$ cat src/rtl/phase_sequencer_if.sv
// Control and status bundle of the four-phase sequencer.
// master drives run/step/cnt_clr; slave (the sequencer) returns the phase enables and status.
interface phase_sequencer_if #(
    parameter int unsigned CNT_W = 16
);
    logic             run;
    logic             step;
    logic             cnt_clr;
    logic [3:0]       ph;
    logic             ph_last;
    logic             busy;
    logic [CNT_W-1:0] cycle_count;

    modport master (
        output run, step, cnt_clr,
        input  ph, ph_last, busy, cycle_count
    );

    modport slave (
        input  run, step, cnt_clr,
        output ph, ph_last, busy, cycle_count
    );
endinterface

$ cat src/rtl/phase_sequencer.sv
// Four-phase one-hot clock-enable generator with run/halt, per-phase stretch and cycle counter.
// Optional single-step start in IDLE is enabled by defining PHASE_SEQ_STEP_EN.
module phase_sequencer #(
    parameter int unsigned DIV   = 1,
    parameter int unsigned CNT_W = 16
) (
    input  logic                clock,
    input  logic                resetn,
    phase_sequencer_if.slave    bus
);
    localparam int unsigned DIV_W = (DIV > 1) ? $clog2(DIV) : 1;
    localparam logic [DIV_W-1:0] DIV_MAX = DIV_W'(DIV - 1);

    typedef enum logic {
        IDLE = 1'b0,
        RUN  = 1'b1
    } state_t;

    state_t           state_q, state_d;
    logic [1:0]       phase_q, phase_d;
    logic [DIV_W-1:0] div_cnt_q, div_cnt_d;
    logic [CNT_W-1:0] count_q, count_d;
    logic [3:0]       ph_q, ph_d;
    logic             ph_last_q, ph_last_d;
    logic             busy_q, busy_d;
    logic             start_c;
    logic             cycle_end_c;

    // A new 4-phase cycle may only be launched from IDLE.
`ifdef PHASE_SEQ_STEP_EN
    assign start_c = bus.run | bus.step;
`else
    logic unused_step_c;
    assign unused_step_c = bus.step;
    assign start_c       = bus.run;
`endif

    always_ff @(posedge clock or negedge resetn) begin
        if (!resetn) begin
            state_q   <= IDLE;
            phase_q   <= 2'd0;
            div_cnt_q <= '0;
            count_q   <= '0;
            ph_q      <= 4'b0000;
            ph_last_q <= 1'b0;
            busy_q    <= 1'b0;
        end else begin
            state_q   <= state_d;
            phase_q   <= phase_d;
            div_cnt_q <= div_cnt_d;
            count_q   <= count_d;
            ph_q      <= ph_d;
            ph_last_q <= ph_last_d;
            busy_q    <= busy_d;
        end
    end

    always_comb begin
        state_d     = state_q;
        phase_d     = phase_q;
        div_cnt_d   = div_cnt_q;
        count_d     = count_q;
        cycle_end_c = 1'b0;

        case (state_q)
            IDLE: begin
                if (start_c) begin
                    state_d   = RUN;
                    phase_d   = 2'd0;
                    div_cnt_d = '0;
                end
            end
            RUN: begin
                if (div_cnt_q == DIV_MAX) begin
                    div_cnt_d = '0;
                    if (phase_q == 2'd3) begin
                        // Cycle boundary: run is only honoured here, never mid-cycle.
                        cycle_end_c = 1'b1;
                        phase_d     = 2'd0;
                        if (!bus.run) begin
                            state_d = IDLE;
                        end
                    end else begin
                        phase_d = phase_q + 2'd1;
                    end
                end else begin
                    div_cnt_d = div_cnt_q + DIV_W'(1);
                end
            end
            default: begin
                state_d = IDLE;
            end
        endcase

        if (bus.cnt_clr) begin
            count_d = '0;
        end else if (cycle_end_c) begin
            count_d = count_q + CNT_W'(1);
        end

        // Outputs are decoded from the next state so they line up with it after the edge.
        ph_d      = (state_d == RUN) ? (4'b0001 << phase_d) : 4'b0000;
        busy_d    = (state_d == RUN);
        ph_last_d = (state_d == RUN) && (phase_d == 2'd3) && (div_cnt_d == DIV_MAX);
    end

    assign bus.ph          = ph_q;
    assign bus.ph_last     = ph_last_q;
    assign bus.busy        = busy_q;
    assign bus.cycle_count = count_q;
endmodule

$ cat src/flat_wrapper.sv
// flat-port wrapper written by rule: the top's interface ports become plain ports
module phase_sequencer_flat 
#(
    parameter int unsigned DIV   = 1,
    parameter int unsigned CNT_W = 16
)
  (clock, resetn, bus_run, bus_step, bus_cnt_clr, bus_ph, bus_ph_last, bus_busy, bus_cycle_count);
  phase_sequencer_if #(.CNT_W(CNT_W)) bus_i ();
  input  logic clock;
  input  logic resetn;
  input wire logic [$bits(bus_i.run)-1:0] bus_run;
  input wire logic [$bits(bus_i.step)-1:0] bus_step;
  input wire logic [$bits(bus_i.cnt_clr)-1:0] bus_cnt_clr;
  output wire logic [$bits(bus_i.ph)-1:0] bus_ph;
  output wire logic [$bits(bus_i.ph_last)-1:0] bus_ph_last;
  output wire logic [$bits(bus_i.busy)-1:0] bus_busy;
  output wire logic [$bits(bus_i.cycle_count)-1:0] bus_cycle_count;
  assign bus_i.run = bus_run;
  assign bus_i.step = bus_step;
  assign bus_i.cnt_clr = bus_cnt_clr;
  assign bus_ph = bus_i.ph;
  assign bus_ph_last = bus_i.ph_last;
  assign bus_busy = bus_i.busy;
  assign bus_cycle_count = bus_i.cycle_count;
  phase_sequencer #(.DIV(DIV), .CNT_W(CNT_W)) u_core (.clock(clock), .resetn(resetn), .bus(bus_i));
endmodule
$ cat config.mk
export PLATFORM = sky130hd
export DESIGN_NAME = phase_sequencer_flat
export DESIGN_NICKNAME = d
export VERILOG_FILES = /design/src/rtl/phase_sequencer_if.sv /design/src/rtl/phase_sequencer.sv /design/src/flat_wrapper.sv
export SDC_FILE = /design/constraint.sdc
export NUM_CORES = 1
export LEC_CHECK = 0
export ABC_AREA = 1
export BUFFER_PORTS_ARGS = -buffer_cell sky130_fd_sc_hd__clkbuf_2
export CORE_MARGIN = 4
export CORE_UTILIZATION = 57
export CTS_BUF_LIST = sky130_fd_sc_hd__clkbuf_4 sky130_fd_sc_hd__clkbuf_8 sky130_fd_sc_hd__clkbuf_16
export CTS_CLUSTER_SIZE = 10
export DETAILED_ROUTE_END_ITERATION = 7
export MAX_ROUTING_LAYER = met4
export PLACE_DENSITY = 0.85
export SYNTH_ARGS = -nofsm -noshare
export SYNTH_HDL_FRONTEND = slang
export SYNTH_SLANG_ARGS = --single-unit
$ cat constraint.sdc
create_clock -name clock -period 1.8 [get_ports clock]
set_input_delay 0.36 -clock clock [delete_from_list [all_inputs] [get_ports clock]]
set_output_delay 0.36 -clock clock [all_outputs]
set_load 0.05 [all_outputs]
Word level (Yosys, flattened, before mapping)

Index checks and enable logic that the tools add are counted.

Output and inout port bits: 22
Input port bits: 5
Flip-flop bits (word level): 25

Bitwise logic cells: 2
Shift-type cells: 1
Muxes and demuxes: 17
Reduce and logical (&&, ||, !) cells: 3
Equal/unequal tests: 2
$add $sub $neg: 3

Operators by type and width:

| cell                                             | number |
|---|---|
| two-way mux 16 bit                               | 2 |
| adder 16 x 1 -> 16 bit (second input constant)   | 1 |
| two-way mux 1 bit                                | 8 |
| two-way mux 2 bit                                | 3 |
| == test 2 bit (second input constant)            | 2 |
| two-way mux 4 bit                                | 1 |
| case mux 1 bit (2 select lines)                  | 2 |
| case mux 2 bit (2 select lines)                  | 1 |
| left shift 1 x 2 -> 4 bit (first input constant) | 1 |
| adder 2 x 1 -> 2 bit (second input constant)     | 1 |
| logical AND 1 bit                                | 2 |
| NOT 1 bit                                        | 2 |
| nonzero test 2 bit                               | 1 |
| adder 1 bit (second input constant)              | 1 |

Longest topological paths before layout

Gate-level depths: netlist of run 1.

Depth in word-level cells: 7
Depth in mapped cells: 8
Mapped depth without buffers: 8

Worst setup path before layout of run 1

OpenSTA, ideal clock, no wires.

Path kind: reg-to-reg
From: reg u_core.count_q[1] (netlist: u_core.bus.cycle_count[1])
To: reg u_core.count_q[12] (netlist: u_core.bus.cycle_count[12])
Clock period less this slack: 1641 ps
Setup slack: 159 ps
Stages on the path, launching flop included: 9
Setup time: 119 ps
Buffers on the path: 0
Data required time: 1681 ps
Data arrival time: 1522 ps
Cell sequence: dfrtp_1 > ha_1 > nand3_1 > nor2_1 > nand2_2 > nor2_2 > nand2_1 > nand2_1 > nor2_1

Cells in the longest elaborated chain, start to end: 3

Ends and longest elaborated chain:

| element                  | RTL line              | source |
|---|---|---|
| start: declaration       | phase_sequencer.sv:22 | `logic [CNT_W-1:0] count_q, count_d;` |
| start signal: assignment | phase_sequencer.sv:51 | `count_q <= count_d;` |
| adder 16 x 1 -> 16 bit   | phase_sequencer.sv:98 | `count_d = count_q + CNT_W'(1);` |
| two-way mux 16 bit       | phase_sequencer.sv:97 | `end else if (cycle_end_c) begin` |
| two-way mux 16 bit       | phase_sequencer.sv:95 | `if (bus.cnt_clr) begin` |

No other way between the ends. The select of a mux whose other input is x is not followed.
A chain may end at the register's enable or synchronous reset.

==> out/summary.txt, run 1 <==
status: finished, final reports clean
chip width: 55.3 µm
crit path capture type: primary output
synthesized area per cell: 7.68 µm²
Pwr Density: 1140 mW/mm²
drt drc: 0
Worst Setup SP: u_core.state_q
Peak Freq: 664 MHz
main area contributors after synthesis: dfrtp_1, nand2_1, nor2_1, inv_1, nand3_1
CP top delay family: flip-flops
Num CTS Buffers: 3
Hold Crit Class: primary input to async pin
Via Count: 1,164
syn_nets: 173
FP Rows: 16
Initial Utilization: 0.624
final instance area: 0.00147 mm²
I/O pin total: 27
vias in the first global route: 1,171
diode count: 0
maximum clock insertion buffer count: 2
Max Cap Viol: 0
Seq/Total Area, Yosys: 0.491
post-cts resize count: 0
clock slew at reported path FFs: 0.13 ns
Worst-Margin Slew: 0.622 ns
TritonCTS clock tree: done
Avg WL per Cell: 12.5 µm
share of cells above drive strength 1: 0.205
TritonCTS sink count: 25
setup bufs post-CTS: 0
Synth Instances: 166
critical path fanouts, max: 6
Die Span Y: 55.3 µm
Port Buffer Count: 25
Yosys reg bits: 25
Post-CTS Hold Buffers: 0
core area: 0.00204 mm²
first-pass GRT wire length: 4.86 mm
Final Critical Period: 1.51 ns
synthesized cell area: 0.00127 mm²
first-iteration detailed-routing DRC count: 32
Worst VDD drop: 0.000995 V
Area Growth Syn to Fin: 15.0%
initial antenna violation count: 0
Bufs and invs on worst path: 1
setup TNS: 0 ns
dpl cell area: 0.00144 mm²
RSZ-0062 raised after global routing: no
area of the die: 0.00306 mm²
GRT Total Usage: 0.197
worst-skew pair later-pin latency: 0.32 ns
critical path required time: 1.44 ns
CP max-delay cell: dfrtp_1
Relative slew margins: 0.585
top cell type's share of synthesized area: 0.491
crit path DAT: 1.15 ns
# fillers: 182
P_leak: 0.747 nW
Setup-failing EPs final: 0
largest net degree at the start of global routing: 26
Worst R2R Start: u_core.bus.cycle_count[1]
Post-Route WL: 2.77 mm
crit path launch type: register
Fin. Hold Viols: 0
net count reported at finish: 203
CTS root buffer: clkbuf_4
Routed Antenna Nets: 0
GPL Wtd Cong: 0.837
Crit path largest cell delay: 0.50 ns
TritonRoute pass-1 iters: 4
crit-path cells: clkbuf_2
global route overflow: 0
fin. max-slew vios: 0
Max H-tree Level: 1
area leader, netlist: dfrtp_1
Min Hold Slack: 0.0268 ns
hpwl dp: 2.13 mm
via-per-instance ratio: 5.24
fin crit share: 0.836
post-synth cell types: 20
Ys Warns: 0
critical path type: register to primary output
skew final: 0.00593 ns
final timing paths:
check	end	slack (ns)	depth (start not counted)
setup / recovery	bus_busy	0.29	1
hold / removal	u_core.bus.cycle_count[12]	0.03	1
setup reg to reg	u_core.bus.cycle_count[12]	0.37	8
hold reg to reg	u_core.bus.cycle_count[3]	0.56	1
max in group asynchronous	u_core.bus.ph[3]	1.37	1
min in group clock	u_core.bus.cycle_count[1]	0.19	2
metrics by stage:
step | instances | power (mW) | util | setup slack, ns
after floorplan | 166 | 1.24 | - | 0.159
after global placement | 218 | 1.37 | 0.703 | 0.477
after detailed placement | 218 | 1.42 | 0.703 | 0.383
after CTS | 222 | 1.68 | 0.718 | 0.296
after global routing | 222 | 1.79 | 0.718 | 0.243
final | 222 | 1.67 | 0.718 | 0.295
registers in the layout (all words and copies together), names as in the netlist:
| signal | cells |
|---|---|
| u_core.state_q | 1 |
| u_core.phase_q | 2 |
| u_core.bus.ph_last | 1 |
| u_core.div_cnt_q | 1 |
| u_core.bus.ph | 4 |
| u_core.bus.cycle_count | 16 |
cells in the final DEF, fill, tap and decap left out:
| cell | synthesis | routed |
|---|---|---|
| nand3_1 | 14 | 14 |
| nand3_2 | 1 | 1 |
| a21oi_1 | 9 | 9 |
| nor2_1 | 29 | 29 |
| clkbuf_4 | 0 | 4 |
| dfrtp_1 | 25 | 25 |
| nand3_4 | 1 | 1 |
| nor3_1 | 1 | 1 |
| nand4_1 | 3 | 3 |
| inv_1 | 20 | 20 |
| o21ai_1 | 2 | 2 |
| nand2_2 | 1 | 1 |
| o21bai_1 | 1 | 1 |
| inv_2 | 1 | 1 |
| nand2_1 | 41 | 41 |
| buf_4 | 0 | 1 |
| nand2_4 | 1 | 1 |
| o21ai_0 | 8 | 8 |
| clkbuf_2 | 0 | 25 |
| ha_1 | 2 | 2 |
| nor2_2 | 4 | 4 |
| nor2_4 | 1 | 1 |
synth_stat cells:
master,n
nand2_1,41
nor2_1,29
dfrtp_1,25
inv_1,20
nand3_1,14
a21oi_1,9
o21ai_0,8
nor2_2,4
nand4_1,3
ha_1,2
o21ai_1,2
buf_2,1
inv_2,1
nand2_2,1
nand2_4,1
nand3_2,1
nand3_4,1
nor2_4,1
nor3_1,1
o21bai_1,1
area by class of cell:
type | instances | area [µm²] | area share
clock buffers | 4 | 30.0 | 0.0205
inverters | 21 | 78.8 | 0.0538
multi-input cells | 119 | 566 | 0.386
flip-flops and latches | 25 | 626 | 0.427
well taps | 27 | 33.8 | 0.0230
repair buffers | 26 | 133 | 0.0904
metal layers:
layer | routed length, µm | GRT usage
met5 | 0 | -
met3 | 97 | 0.0256
met1 | 1130 | 0.220
met4 | 26 | 0.0590
met2 | 1510 | 0.363
kinds of logic after synthesis:
kind of cell    share of synthesized area
flops                               0.491
simple gates                        0.343
compound gates                     0.0805
buf+inv                            0.0657
fa+ha+maj                          0.0196
report_power, final:
part | internal [mW] | total, mW | switching [mW] | leakage, nW
sequential | 0.650 | 0.716 | 0.0660 | 0.336
combinational | 0.166 | 0.685 | 0.519 | 0.393
clock | 0.102 | 0.267 | 0.165 | 0.0184
total | 0.918 | 1.67 | 0.750 | 0.747
No activity file was read; power rests on OpenSTA's default activity.
==> run 2, diff against run 1 <==
Settings changed: CORE_UTILIZATION 57 to 53, PLACE_DENSITY 0.85 to 0.8.
Clock period 1.8 ns to 1.4 ns, I/O delays scaled along.
==> out/summary.txt, run 2 (synthesis gave the netlist of run 1 again) <==
critical path type: register to primary output (unchanged)
TritonCTS clock tree: done (unchanged)
diode count: 0 (unchanged)
Worst VDD drop: 0.00123 V (was 0.000995 V)
Max Cap Viol: 0 (unchanged)
area of the die: 0.00325 mm² (was 0.00306 mm²)
Multi-input gate area: 606 µm² (was 566 µm²)
first-pass GRT wire length: 4.60 mm (was 4.86 mm)
drt drc: 0 (unchanged)
most frequent cells in the layout: nand2_1, nor2_1, clkbuf_2 (was nand2_1, nor2_1, clkbuf_2, dfrtp_1, inv_1)
Relative slew margins: 0.588 (was 0.585)
share of cells above drive strength 1: 0.286 (was 0.205)
Die Span Y: 57.0 µm (was 55.3 µm)
sw frac: 0.445 (was 0.450)
Comb pwr share: 0.424 (was 0.411)
FP Rows: 17 (was 16)
worst-skew pair later-pin latency: 0.31 ns (was 0.32 ns)
GPL Wtd Cong: 0.785 (was 0.837)
NetSw: 0.994 mW (was 0.750 mW)
PnR Total Power: 2.23 mW (was 1.67 mW)
initial antenna violation count: 0 (unchanged)
via-per-instance ratio: 5.27 (was 5.24)
Peak Freq: 748 MHz
crit path DAT: 1.06 ns (was 1.15 ns)
Final Critical Period: 1.34 ns
first-iteration detailed-routing DRC count: 34 (was 32)
Min Hold Slack: 0.107 ns (was 0.0268 ns)
Port Buffer Count: 25 (unchanged)
crit path launch type: register (unchanged)
fin crit share: 0.955
fin. max-slew vios: 0 (unchanged)
P_leak: 0.749 nW (was 0.747 nW)
busiest grt layer: met2 (unchanged)
critical path fanouts, max: 7 (was 6)
vias in the first global route: 1,102 (was 1,171)
Via Count: 1,196 (was 1,164)
GRT Total Usage: 0.181 (was 0.197)
max reg flops: 16 (unchanged)
Seq pwr share: 0.426 (was 0.429)
crit path capture type: primary output (unchanged)
skew final: 0.0100 ns (was 0.00593 ns)
hold path cells: 2
CTS root buffer: clkbuf_4 (unchanged)
FF+latch area: 639 µm² (was 626 µm²)
I/O pin total: 27 (unchanged)
hpwl dp: 2.02 mm (was 2.13 mm)
commonest non-fill, non-tap cell in the layout: nand2_1 (unchanged)
Setup-failing EPs final: 0 (unchanged)
Initial Utilization: 0.565 (was 0.624)
largest net degree at the start of global routing: 26 (unchanged)
Area Growth Syn to Fin: 21.5% (was 15.0%)
Routed Antenna Nets: 0 (unchanged)
internal power: 1.24 mW (was 0.918 mW)
Bufs and invs on worst path: 1 (unchanged)
Worst Min Path Start: bus_cnt_clr
GR Layer Usage met1: 0.198 (was 0.220)
Worst R2R Start: u_core.phase_q[0] (was u_core.bus.cycle_count[1])
Post-Route WL: 2.77 mm (about the same)
Worst R2R Path Depth: 6 (was 8)
Worst Setup SP: u_core.state_q (unchanged)
Clock power frac: 0.150 (was 0.160)
net count reported at finish: 207 (was 203)
Max H-tree Level: 1 (unchanged)
M2 GR Usage: 0.320 (was 0.363)
critical path required time: 1.12 ns (was 1.44 ns)
met3 Usage GRT: 0.0475 (was 0.0256)
Pwr Density: 1440 mW/mm² (was 1140 mW/mm²)
non-filler cells, final: 227 (was 222)
chip width: 57.0 µm (was 55.3 µm)
global route overflow: 0 (unchanged)
crit-path cells: clkbuf_4 (was clkbuf_2)
maximum clock insertion buffer count: 2 (unchanged)
Crit path largest cell delay: 0.48 ns (was 0.50 ns)
worst r2r dst: u_core.bus.cycle_count[10] (was u_core.bus.cycle_count[12])
CP top delay family: flip-flops (unchanged)
Worst-Margin Slew: 0.618 ns (was 0.622 ns)
clock slew at reported path FFs: 0.13 ns (about the same)
Avg WL per Cell: 12.2 µm (was 12.5 µm)
TritonCTS sink count: 25 (unchanged)
Fin. Hold Viols: 0 (unchanged)
# fillers: 191 (was 182)
core area: 0.00225 mm² (was 0.00204 mm²)
Cells after DPL: 219 (was 218)
CP max-delay cell: dfrtp_2 (was dfrtp_1)
status: finished, final reports clean (unchanged)
RSZ-0062 raised after global routing: yes (was no)
TritonRoute pass-1 iters: 4 (unchanged)
reg2reg setup slack: 0.12 ns (was 0.37 ns)
hold path endpoint: u_core.bus.cycle_count[1]
Hold Crit Class: primary input to register (was primary input to async pin)
Num CTS Buffers: 3 (unchanged)
run 2: changes by cell type in the layout (fill, tap and decap cells not counted), sizes merged:
| cell | before | now |
|---|---|---|
| clkbuf | 29 | 26 |
| buf | 1 | 6 |
| dlygate4sd3 | 0 | 1 |
| nand3 | 16 | 17 |
run 2: through the flow:
stage | TNS (ns) | area [µm²] | util | worst slack [ns]
6_report | 0 | 1550 | 0.687 | 0.0633
5_1_grt | -0.0416 | 1550 | 0.687 | -0.0320
4_1_cts | 0 | 1510 | 0.669 | 0.0293
3_5_place_dp | 0 | 1470 | 0.651 | 0.0467
3_3_place_gp | 0 | 1470 | 0.651 | 0.0804
2_1_floorplan | 0 | 1310 | - | 0.00949
run 2: final cells by class:
type | instances | area share
Clock buffer | 4 | 0.0194
Inverter | 21 | 0.0509
Multi-Input combinational cell | 120 | 0.391
Sequential cell | 25 | 0.413
Tap cell | 28 | 0.0226
Timing Repair Buffer | 29 | 0.103
run 2: metal layers:
metal / part of all wire / up-vias
li1: - / 591
met3: 0.048 / 2
met1: 0.42 / 567
met5: 0 / -
met4: 0.0054 / 0
met2: 0.53 / 36
run 2: how the worst max path moves through the flow:
stage | end | slack [ns] | cells after the start
after floorplan | u_core.bus.cycle_count[12] | 0.009 | 8
after global placement | u_core.bus.cycle_count[12] | 0.08 | 8
after detailed placement | u_core.bus.cycle_count[12] | 0.05 | 8
after CTS | u_core.bus.cycle_count[12] | 0.03 | 8
after global routing | u_core.bus.cycle_count[10] | -0.03 | 7
final | bus_busy | 0.06 | 1
run 2: power groups by stage:
| stage | logic, mW | registers, mW | clock network, mW |
|---|---|---|---|
| after detailed placement | 0.882 | 0.944 | 0 |
| after CTS | 0.887 | 0.929 | 0.344 |
| after global routing | 1.05 | 0.973 | 0.381 |
| after global placement | 0.849 | 0.934 | 0 |
| final | 0.947 | 0.952 | 0.336 |
| after floorplan | 0.407 | 1.20 | 0 |
run 2: timing repair:
action                                 in CTS  in global routing
setup endpoints to repair                   0                 19
endpoints found under the hold margin      25                  0
hold buffers                                1                  0
resized for setup                           0                  8
buffers inserted                            0                  2
